==> config.mk <==
export PLATFORM = sky130hd
export DESIGN_NAME = jk_counter_reg_flat
export DESIGN_NICKNAME = d
export VERILOG_FILES = /design/src/rtl/jk_counter_reg_if.sv /design/src/rtl/jk_counter_reg.sv /design/src/flat_wrapper.sv
export SDC_FILE = /design/constraint.sdc
export NUM_CORES = 1
export LEC_CHECK = 0
export ABC_AREA = 1
export ABC_CLOCK_PERIOD_IN_PS = 1200
export CORE_ASPECT_RATIO = 1.1
export CORE_MARGIN = 2
export CORE_UTILIZATION = 42
export CTS_BUF_LIST = sky130_fd_sc_hd__clkbuf_4 sky130_fd_sc_hd__clkbuf_8
export DETAILED_ROUTE_END_ITERATION = 6
export PLACE_DENSITY_LB_ADDON = 0.12
export SLEW_MARGIN = 10
export SYNTH_ARGS = -nofsm -noshare
export SYNTH_HDL_FRONTEND = slang
export SYNTH_SLANG_ARGS = --single-unit
==> constraint.sdc <==
create_clock -name Clk -period 1.2 [get_ports Clk]
set_input_delay 0.18 -clock Clk [delete_from_list [all_inputs] [get_ports Clk]]
set_output_delay 0.18 -clock Clk [all_outputs]
set_load 0.05 [all_outputs]
==> src/rtl/jk_counter_reg_if.sv <==
// Bus bundle for jk_counter_reg: control/data toward the register and its state/flags back.
`timescale 1ns/1ps
interface jk_counter_reg_if #(
  parameter int unsigned WIDTH = 8
);
  logic             En;
  logic [1:0]       Mode;
  logic [WIDTH-1:0] J;
  logic [WIDTH-1:0] K;
  logic [WIDTH-1:0] D;
  logic             Clr_ovf;
  logic [WIDTH-1:0] Q;
  logic             Tc;
  logic             Wrap;
  logic             Ovf;

  modport master (
    output En, Mode, J, K, D, Clr_ovf,
    input  Q, Tc, Wrap, Ovf
  );

  modport slave (
    input  En, Mode, J, K, D, Clr_ovf,
    output Q, Tc, Wrap, Ovf
  );
endinterface

==> src/rtl/jk_counter_reg.sv <==
// Multi-bit JK register: per-bit JK, toggle-chain up/down count, parallel load,
// combinational terminal count, registered wrap pulse and sticky overflow.
`timescale 1ns/1ps
module jk_counter_reg #(
  parameter int unsigned WIDTH   = 8,
  parameter logic [31:0] RST_VAL = 32'h0
) (
  input  logic           Clk,
  input  logic           Rst_n,
  jk_counter_reg_if.slave bus
);

  typedef enum logic [1:0] {
    MODE_JK = 2'b00,
    MODE_UP = 2'b01,
    MODE_DN = 2'b10,
    MODE_LD = 2'b11
  } mode_e;

  localparam logic [WIDTH-1:0] RST_Q = RST_VAL[WIDTH-1:0];

  mode_e            mode;
  logic [WIDTH-1:0] q_q, q_d;
  logic [WIDTH-1:0] up_t, dn_t;
  logic             tc;
  logic             wrap_q, wrap_d;
  logic             ovf_q, ovf_d;

  assign mode = mode_e'(bus.Mode);

  // Toggle enables: bit i flips when all lower bits are 1 (up) or 0 (down).
  assign up_t[0] = 1'b1;
  assign dn_t[0] = 1'b1;
  for (genvar i = 1; i < WIDTH; i++) begin : g_chain
    assign up_t[i] = up_t[i-1] & q_q[i-1];
    assign dn_t[i] = dn_t[i-1] & ~q_q[i-1];
  end

  always_comb begin
    q_d = q_q;
    if (bus.En) begin
      unique case (mode)
        MODE_JK: begin
          for (int i = 0; i < WIDTH; i++) begin
            case ({bus.J[i], bus.K[i]})
              2'b01:   q_d[i] = 1'b0;
              2'b10:   q_d[i] = 1'b1;
              2'b11:   q_d[i] = ~q_q[i];
              default: q_d[i] = q_q[i];
            endcase
          end
        end
        MODE_UP: q_d = q_q ^ up_t;
        MODE_DN: q_d = q_q ^ dn_t;
        MODE_LD: q_d = bus.D;
      endcase
    end
  end

  always_comb begin
    tc = 1'b0;
    unique case (mode)
      MODE_UP: tc = &q_q;
      MODE_DN: tc = ~|q_q;
      default: tc = 1'b0;
    endcase
  end

  // A set on the same edge as a clear keeps the flag high.
  assign wrap_d = bus.En & tc;
  assign ovf_d  = wrap_d | (ovf_q & ~bus.Clr_ovf);

  always_ff @(posedge Clk or negedge Rst_n) begin
    if (!Rst_n) begin
      q_q    <= RST_Q;
      wrap_q <= 1'b0;
      ovf_q  <= 1'b0;
    end else begin
      q_q    <= q_d;
      wrap_q <= wrap_d;
      ovf_q  <= ovf_d;
    end
  end

  assign bus.Q    = q_q;
  assign bus.Tc   = tc;
  assign bus.Wrap = wrap_q;
  assign bus.Ovf  = ovf_q;

endmodule

==> src/flat_wrapper.sv <==
// flat-port wrapper written by rule: the top's interface ports become plain ports
module jk_counter_reg_flat 
#(
  parameter int unsigned WIDTH   = 8,
  parameter logic [31:0] RST_VAL = 32'h0
)
  (Clk, Rst_n, bus_En, bus_Mode, bus_J, bus_K, bus_D, bus_Clr_ovf, bus_Q, bus_Tc, bus_Wrap, bus_Ovf);
  jk_counter_reg_if #(.WIDTH(WIDTH)) bus_i ();
  input  logic Clk;
  input  logic Rst_n;
  input wire logic [$bits(bus_i.En)-1:0] bus_En;
  input wire logic [$bits(bus_i.Mode)-1:0] bus_Mode;
  input wire logic [$bits(bus_i.J)-1:0] bus_J;
  input wire logic [$bits(bus_i.K)-1:0] bus_K;
  input wire logic [$bits(bus_i.D)-1:0] bus_D;
  input wire logic [$bits(bus_i.Clr_ovf)-1:0] bus_Clr_ovf;
  output wire logic [$bits(bus_i.Q)-1:0] bus_Q;
  output wire logic [$bits(bus_i.Tc)-1:0] bus_Tc;
  output wire logic [$bits(bus_i.Wrap)-1:0] bus_Wrap;
  output wire logic [$bits(bus_i.Ovf)-1:0] bus_Ovf;
  assign bus_i.En = bus_En;
  assign bus_i.Mode = bus_Mode;
  assign bus_i.J = bus_J;
  assign bus_i.K = bus_K;
  assign bus_i.D = bus_D;
  assign bus_i.Clr_ovf = bus_Clr_ovf;
  assign bus_Q = bus_i.Q;
  assign bus_Tc = bus_i.Tc;
  assign bus_Wrap = bus_i.Wrap;
  assign bus_Ovf = bus_i.Ovf;
  jk_counter_reg #(.WIDTH(WIDTH), .RST_VAL(RST_VAL)) u_core (.Clk(Clk), .Rst_n(Rst_n), .bus(bus_i));
endmodule
==> qor.tcl, run 1 <==
set qor(status) {finished with violations}
set qor(failed_checks) {negative setup slack}
set qor(synth-warning-count) 0
set qor(crit_path_start) {u_core.bus.Q[3]$_DFFE_PN0P_}
set qor(placed_cells) 276
set qor(cts-root-to-sink-buffers) 2
set qor(yosys.area.top_type) {sky130_fd_sc_hd__dfrtp_1}
set qor(grt_pass1_vias) 1480
set qor(p_total_mw) 2.278
set qor(hold_path.class) {in2async}
set qor(cts_inserted_buffers) 3
set qor(layout-drive-gt1-share) 0.3745
set qor(global_route.usage.total) 0.2754
set qor(count_of_fill_cells_added_during_filler_insertion) 131
set qor(final.min_clock_period_ps) 1800
set qor(drt-pass1-iter-count) 4
set qor(ff_latch_area_um2) 256.5
set qor(synth_area_leaders) {sky130_fd_sc_hd__dfrtp_1 22%, sky130_fd_sc_hd__ha_1 18%, sky130_fd_sc_hd__nand2_1 17%}
set qor(synth_nets) 222
set qor(cp_max_fo) 3
set qor(clk_pin_slew_ps) 80
set qor(critPathLaunchType) {register}
set qor(fin_skew_ps) 5.357
set qor(dpl.hpwl_mm) 2.789
set qor(grt_pass1_wl_mm) 6.403
set qor(synth.lib_cells_used.distinct) 23
set qor(port_buffers) 40
set qor(core_area_um2) 2544
set qor(crit_type) {reg2out}
set qor(ys_seq_elements) 10
set qor(wirelength_mm) 4.186
set qor(timing.critical_path.required_ps) 1020
set qor(clock_insertion_delay_worst_skew_ps) 270
set qor(num_vias) 1568
set qor(initial_utilization) 0.4466
set qor(die_h_um) 58.55
set qor(tritoncts) {built}
set qor(drt_iter0_drc) 45
set qor(setup_violations) 16
set qor(io-pin-count) 41
set qor(syn_inst) 176
set qor(rsz_0062_raised_after_global_routing) {yes}
set qor(diodes) 0
set qor(global_route.overflow_total) 0
set qor(report.final.slew_viol_count) 0
set qor(yosysTopAreaCellShare) 0.2203
set qor(reg2reg_from) {u_core.bus.Q[1]$_DFFE_PN0P_}
set qor(placer_congestion) 0.9013
set qor(die_w_um) 53.59
set qor(average_cell_area_after_synthesis_um2) 6.455
set qor(syn2layout_area_growth_pct) 96.37
set qor(worst_hold_slack_ps) 208.8
set qor(worstPathArrival_ps) 1620
set qor(final-instance-count-excl-fill) 290
set qor(vias_per_cell) 5.407
set qor(report.final.hold_viol_count) 0
set qor(multi_input_area_um2) 939.7
set qor(route.detailed.drc) 0
set qor(post-route-util) 0.8770
set qor(final_net_count) 306
set qor(ant_nets) 0
set qor(drv.max_cap_violation_count) 0
set qor(ctsRootBufferMaster) {sky130_fd_sc_hd__clkbuf_4}
set qor(worstSetupEndpointType) {output port}
set qor(vdd.ir_drop.worst_mv) 1.011
set qor(finalCritPeriodShare) 1.500
set qor(achievable-frequency_ghz) 0.5557
set qor(numClockSinks) 10
set qor(cts_htree_levels) 1
set qor(synth.cell_area_um2) 1136
set qor(power_leakage_nw) 1.088
set qor(floorplan.die_area_um2) 3137
set qor(row_cnt) 19
set qor(dpl_worst_slack_ps) -562.1
set qor(yosysSeqAreaShare) 0.2203
set qor(grt_max_degree) 11
set qor(antenna_found_initial) 0
set qor(wl_per_cell_um) 14.43
set qor(slew-limit-headroom) 0.8016
set qor(setup_slack_ps) -599.5
set qor(worst_pin_slew_ps) 295.0
set qor(power_density_nw_per_um2) 1021
cell usage after synthesis:
master / number
sky130_fd_sc_hd__nand2_1: 52
sky130_fd_sc_hd__inv_1: 21
sky130_fd_sc_hd__a21oi_1: 19
sky130_fd_sc_hd__ha_1: 16
sky130_fd_sc_hd__nand3_1: 13
sky130_fd_sc_hd__nor2_1: 13
sky130_fd_sc_hd__dfrtp_1: 10
sky130_fd_sc_hd__o21ai_1: 7
sky130_fd_sc_hd__o21ai_0: 3
sky130_fd_sc_hd__o31ai_1: 3
sky130_fd_sc_hd__a21boi_1: 2
sky130_fd_sc_hd__a31oi_1: 2
sky130_fd_sc_hd__buf_2: 2
sky130_fd_sc_hd__clkbuf_1: 2
sky130_fd_sc_hd__nand2_2: 2
sky130_fd_sc_hd__nand4_1: 2
sky130_fd_sc_hd__a22o_1: 1
sky130_fd_sc_hd__inv_2: 1
sky130_fd_sc_hd__nand3_2: 1
sky130_fd_sc_hd__nor2_4: 1
sky130_fd_sc_hd__o211ai_1: 1
sky130_fd_sc_hd__o22ai_1: 1
sky130_fd_sc_hd__o22ai_2: 1
area by class of cell:
class | count | share of cell area
sequential | 10 | 0.1150
timing repair buffer | 83 | 0.3909
inverter | 22 | 0.04206
multi-input combinational | 140 | 0.4212
tap | 31 | 0.01739
clock buffer | 4 | 0.01346
registers in the layout (all words and copies together), names as in the netlist:
signal / flops
u_core.bus.Ovf: 1
u_core.bus.Wrap: 1
u_core.bus.Q: 8
kinds of logic after synthesis:
family                   after synthesis  share of synthesized area
AND/OR/NAND/NOR                       84                     0.3128
flip-flops                            10                     0.2203
adder cells (fa/ha/maj)               16                     0.1762
AO/OA/AOI/OAI                         40                     0.2026
buffers and inverters                 26                    0.08811
final timing paths:
check / to / slack, ps / cells after the start
min in group Clk: u_core.bus.Ovf$_DFF_PN0_ / 500 / 2
worst max register to register: u_core.bus.Q[4]$_DFFE_PN0P_ / -290 / 10
max in group asynchronous: u_core.bus.Q[1]$_DFFE_PN0P_ / 820 / 2
worst max-delay path: bus_Tc / -600 / 10
worst min-delay path: u_core.bus.Q[3]$_DFFE_PN0P_ / 210 / 2
worst min register to register: u_core.bus.Ovf$_DFF_PN0_ / 600 / 2
report_power, final:
group / switching (mW) / internal, mW / leakage, nW / total, mW
clock network: 0.128 / 0.151 / 0.0184 / 0.279
logic: 0.759 / 0.764 / 0.950 / 1.52
registers: 0.0798 / 0.397 / 0.119 / 0.476
total: 0.966 / 1.31 / 1.09 / 2.28
per-stage QoR:
stage / setup TNS (ps) / cell area [um^2]
after floorplan: -1580 / 1160
after global placement: -5153 / 1939
after detailed placement: -5471 / 1939
after CTS: -3269 / 2178
after global routing: -4226 / 2231
final: -3036 / 2231
worst max-delay path: stages, from the launching register on:
cell	delay [ps]
sky130_fd_sc_hd__dfrtp_2	410
sky130_fd_sc_hd__buf_6	110
sky130_fd_sc_hd__nand2_4	40
sky130_fd_sc_hd__nor2_4	120
sky130_fd_sc_hd__nand4_1	130
sky130_fd_sc_hd__inv_2	100
sky130_fd_sc_hd__nand2_2	60
sky130_fd_sc_hd__nand2_2	70
sky130_fd_sc_hd__nand3_4	80
sky130_fd_sc_hd__clkinvlp_4	90
sky130_fd_sc_hd__buf_12	130
placed cells by master (no fill, tap or decap), types with 9 or more instances in the layout:
cell type                          n
sky130_fd_sc_hd__a21oi_1          16
sky130_fd_sc_hd__buf_12           11
sky130_fd_sc_hd__buf_4            32
sky130_fd_sc_hd__buf_6            11
sky130_fd_sc_hd__clkdlybuf4s50_1  27
sky130_fd_sc_hd__ha_1             14
sky130_fd_sc_hd__inv_1            14
sky130_fd_sc_hd__nand2_1          48
sky130_fd_sc_hd__nand3_1           9
sky130_fd_sc_hd__nor2_1            9
repair_timing:
item | 4_1_cts | 5_1_grt
setup endpoints to repair | 12 | 18
gates resized for setup | 37 | 22
hold buffers | 0 | 0
setup buffers | 14 | 6
cloned | 0 | 0
pin swaps | 11 | 18
per-layer routing:
metal  part of all wire  wire, um  up-vias  global-route usage
li1                   -         -      754                   -
met1               0.40      1658      741              0.3291
met2               0.54      2271       59              0.4991
met3              0.037       155       14             0.03299
met4              0.024       101        0             0.09158
met5                  0         0        -                   0
(Power assumes the default switching activity.)
==> run 2: changes to the inputs <==
--- a/constraint.sdc
+++ b/constraint.sdc
@@ -3,2 +3,2 @@
 set_output_delay 0.18 -clock Clk [all_outputs]
-set_load 0.05 [all_outputs]
+set_load 0.02 [all_outputs]
==> run 2 against run 1 <==
Against the previous run:
- the run still ends with negative setup slack left
- register-to-register slack lost 170 ps
- global-route usage rose by 0.18 points
- sequential share of layout area up 0.90 points
- critical path type unchanged
- largest power group unchanged
==> qor.tcl, run 2 (synthesis results as in run 1) <==
set qor(worstSetupEndpointType) {output port}
set qor(worstPathArrival_ps) 1600
set qor(report.final.slew_viol_count) 0
set qor(tritoncts) {built}
set qor(initial_utilization) 0.4466
set qor(global_route.overflow_total) 0
set qor(net-switching-power_mw) 0.8242
set qor(r2r_slack_ps) -460
set qor(dpl.hpwl_mm) 2.694
set qor(crit_chain) {nor2_4, nand2_2, nor2_4, nand4_1, nand2_1, nand3_2, inv_2, buf_6}
set qor(ctsRootBufferMaster) {sky130_fd_sc_hd__clkbuf_4}
set qor(worstRegToRegCells) 10
set qor(setup_slack_ps) -581.6
set qor(die_w_um) 53.59
set qor(hold_path.class) {in2async}
set qor(achievable-frequency_ghz) 0.5613
set qor(worst_pin_slew_ps) 303.5
set qor(clock_power_share) 0.149
set qor(slew-limit-headroom) 0.7959
set qor(route.detailed.drc) 0
set qor(grt_pass1_wl_mm) 6.237
set qor(mostFrequentLayoutCells) {47 x sky130_fd_sc_hd__nand2_1, 32 x sky130_fd_sc_hd__buf_4, 27 x sky130_fd_sc_hd__clkdlybuf4s50_1}
set qor(reg2reg_from) {u_core.bus.Q[2]$_DFFE_PN0P_}
set qor(crit_type) {reg2out}
set qor(worst_path_largest_cell_delay_ps) 460
set qor(diodes) 0
set qor(die_h_um) 58.55
set qor(most_common_cell_after_layout_fill_and_taps_aside) {sky130_fd_sc_hd__nand2_1}
set qor(global_route.usage.total) 0.2772
set qor(timing.critical_path.required_ps) 1020
set qor(power_density_nw_per_um2) 960.6
set qor(status) {finished with violations}
set qor(wirelength_mm) 4.389
set qor(placed_cell_area_um2) 1787
set qor(io-pin-count) 41
set qor(failed_checks) {negative setup slack}
set qor(num_vias) 1543
set qor(wl_per_cell_um) 15.29
set qor(switching_share) 0.4149
set qor(grt_max_degree) 15
set qor(cp_common_cell) {sky130_fd_sc_hd__nor2_4}
set qor(drt_iter0_drc) 58
set qor(p_total_mw) 1.987
set qor(seq_power_share) 0.239
set qor(clk_pin_slew_ps) 70
set qor(row_cnt) 19
set qor(cts_inserted_buffers) 3
set qor(rsz_0062_raised_after_global_routing) {yes}
set qor(drv.max_cap_violation_count) 0
set qor(intPower_mw) 1.163
set qor(critPathLaunchType) {register}
set qor(number_of_flip_flops_in_the_largest_register) 8
set qor(post-route-util) 0.8131
set qor(drt-pass1-iter-count) 4
set qor(floorplan.die_area_um2) 3137
set qor(antenna_found_initial) 0
set qor(ant_nets) 0
set qor(final.min_clock_period_ps) 1782
set qor(design_area_um2) 2068
set qor(count_of_fill_cells_added_during_filler_insertion) 168
set qor(final_net_count) 303
set qor(setup_violations) 15
set qor(slowest_stage) {sky130_fd_sc_hd__dfrtp_2}
set qor(numClockSinks) 10
set qor(finalCritPeriodShare) 1.485
set qor(fin_skew_ps) 4.196
set qor(syn2layout_area_growth_pct) 82.05
set qor(port_buffers) 40
set qor(report.final.hold_viol_count) 0
set qor(power_leakage_nw) 1.037
set qor(cts-root-to-sink-buffers) 2
set qor(comb_power_share) 0.612
set qor(grt_pass1_vias) 1492
set qor(dpl_worst_slack_ps) -832.4
set qor(cts_htree_levels) 1
set qor(cp_max_fo) 3
set qor(vias_per_cell) 5.376
set qor(worst_hold_slack_ps) 188.0
set qor(worst_r2r_endpoint) {u_core.bus.Ovf$_DFF_PN0_}
set qor(layout-drive-gt1-share) 0.3633
set qor(vdd.ir_drop.worst_mv) 0.6933
set qor(placer_congestion) 0.8738
set qor(core_area_um2) 2544
set qor(clock_insertion_delay_worst_skew_ps) 290
==> run 2: layout make-up <==
class	count	area, um^2	area share
clock buffer	4	30.03	0.01452
inverter	22	87.58	0.04235
multi-input combinational	140	922.1	0.4459
sequential	10	256.5	0.1240
tap	31	38.79	0.01875
timing repair buffer	80	733.2	0.3545
==> run 2: power by group through the flow <==
stage	logic (mW)	clock network (mW)	registers [mW]
after floorplan	0.340	0	0.542
after global placement	0.901	0	0.449
after detailed placement	0.925	0	0.455
after CTS	1.06	0.290	0.462
after global routing	1.31	0.311	0.478
final	1.22	0.296	0.474
==> run 2: critical path: cells and delay by family, from the launching register on <==
kind,cells,cell delay (ps)
AND/OR/NAND/NOR,6,680
flip-flops,1,460
buffers and inverters,2,180
==> run 2: how the worst max path moves through the flow <==
stage | startpoint | to | slack [ps] | depth (start not counted)
final | u_core.bus.Q[2]$_DFFE_PN0P_ | bus_Tc | -580 | 8
after global placement | bus_Mode[1] | bus_Tc | -760 | 7
after CTS | u_core.bus.Q[1]$_DFFE_PN0P_ | bus_Tc | -460 | 8
after global routing | u_core.bus.Q[1]$_DFFE_PN0P_ | bus_Tc | -660 | 9
after floorplan | u_core.bus.Q[0]$_DFFE_PN0P_ | bus_Tc | -160 | 7
after detailed placement | bus_Mode[1] | bus_Tc | -830 | 7
==> run 2: stage by stage <==
step	cells	TNS [ps]
floorplan	176	-399.1
global placement	272	-6447
detailed placement	272	-7142
CTS	283	-2351
global route	287	-4886
finish	287	-3913
==> run 2: routing by layer <==
layer,vias up,wire [um],track usage
met2,70,2383,0.5238
met4,0,111,0.1429
met1,719,1595,0.2821
met3,11,299,0.04569
li1,743,-,-
met5,-,0,0
==> run 2: what timing repair did <==
item                                    in CTS  in global routing
buffers inserted                             7                  9
gates resized for setup                     82                 26
hold buffers                                 0                  0
pin swaps                                   12                 25
endpoints found under the setup margin      21                 18
==> run 3: changes to the inputs <==
SLEW_MARGIN = not set   (was 10)
==> results of run 3 <==
Final layout, timing and power as in run 2 (identical DEF).
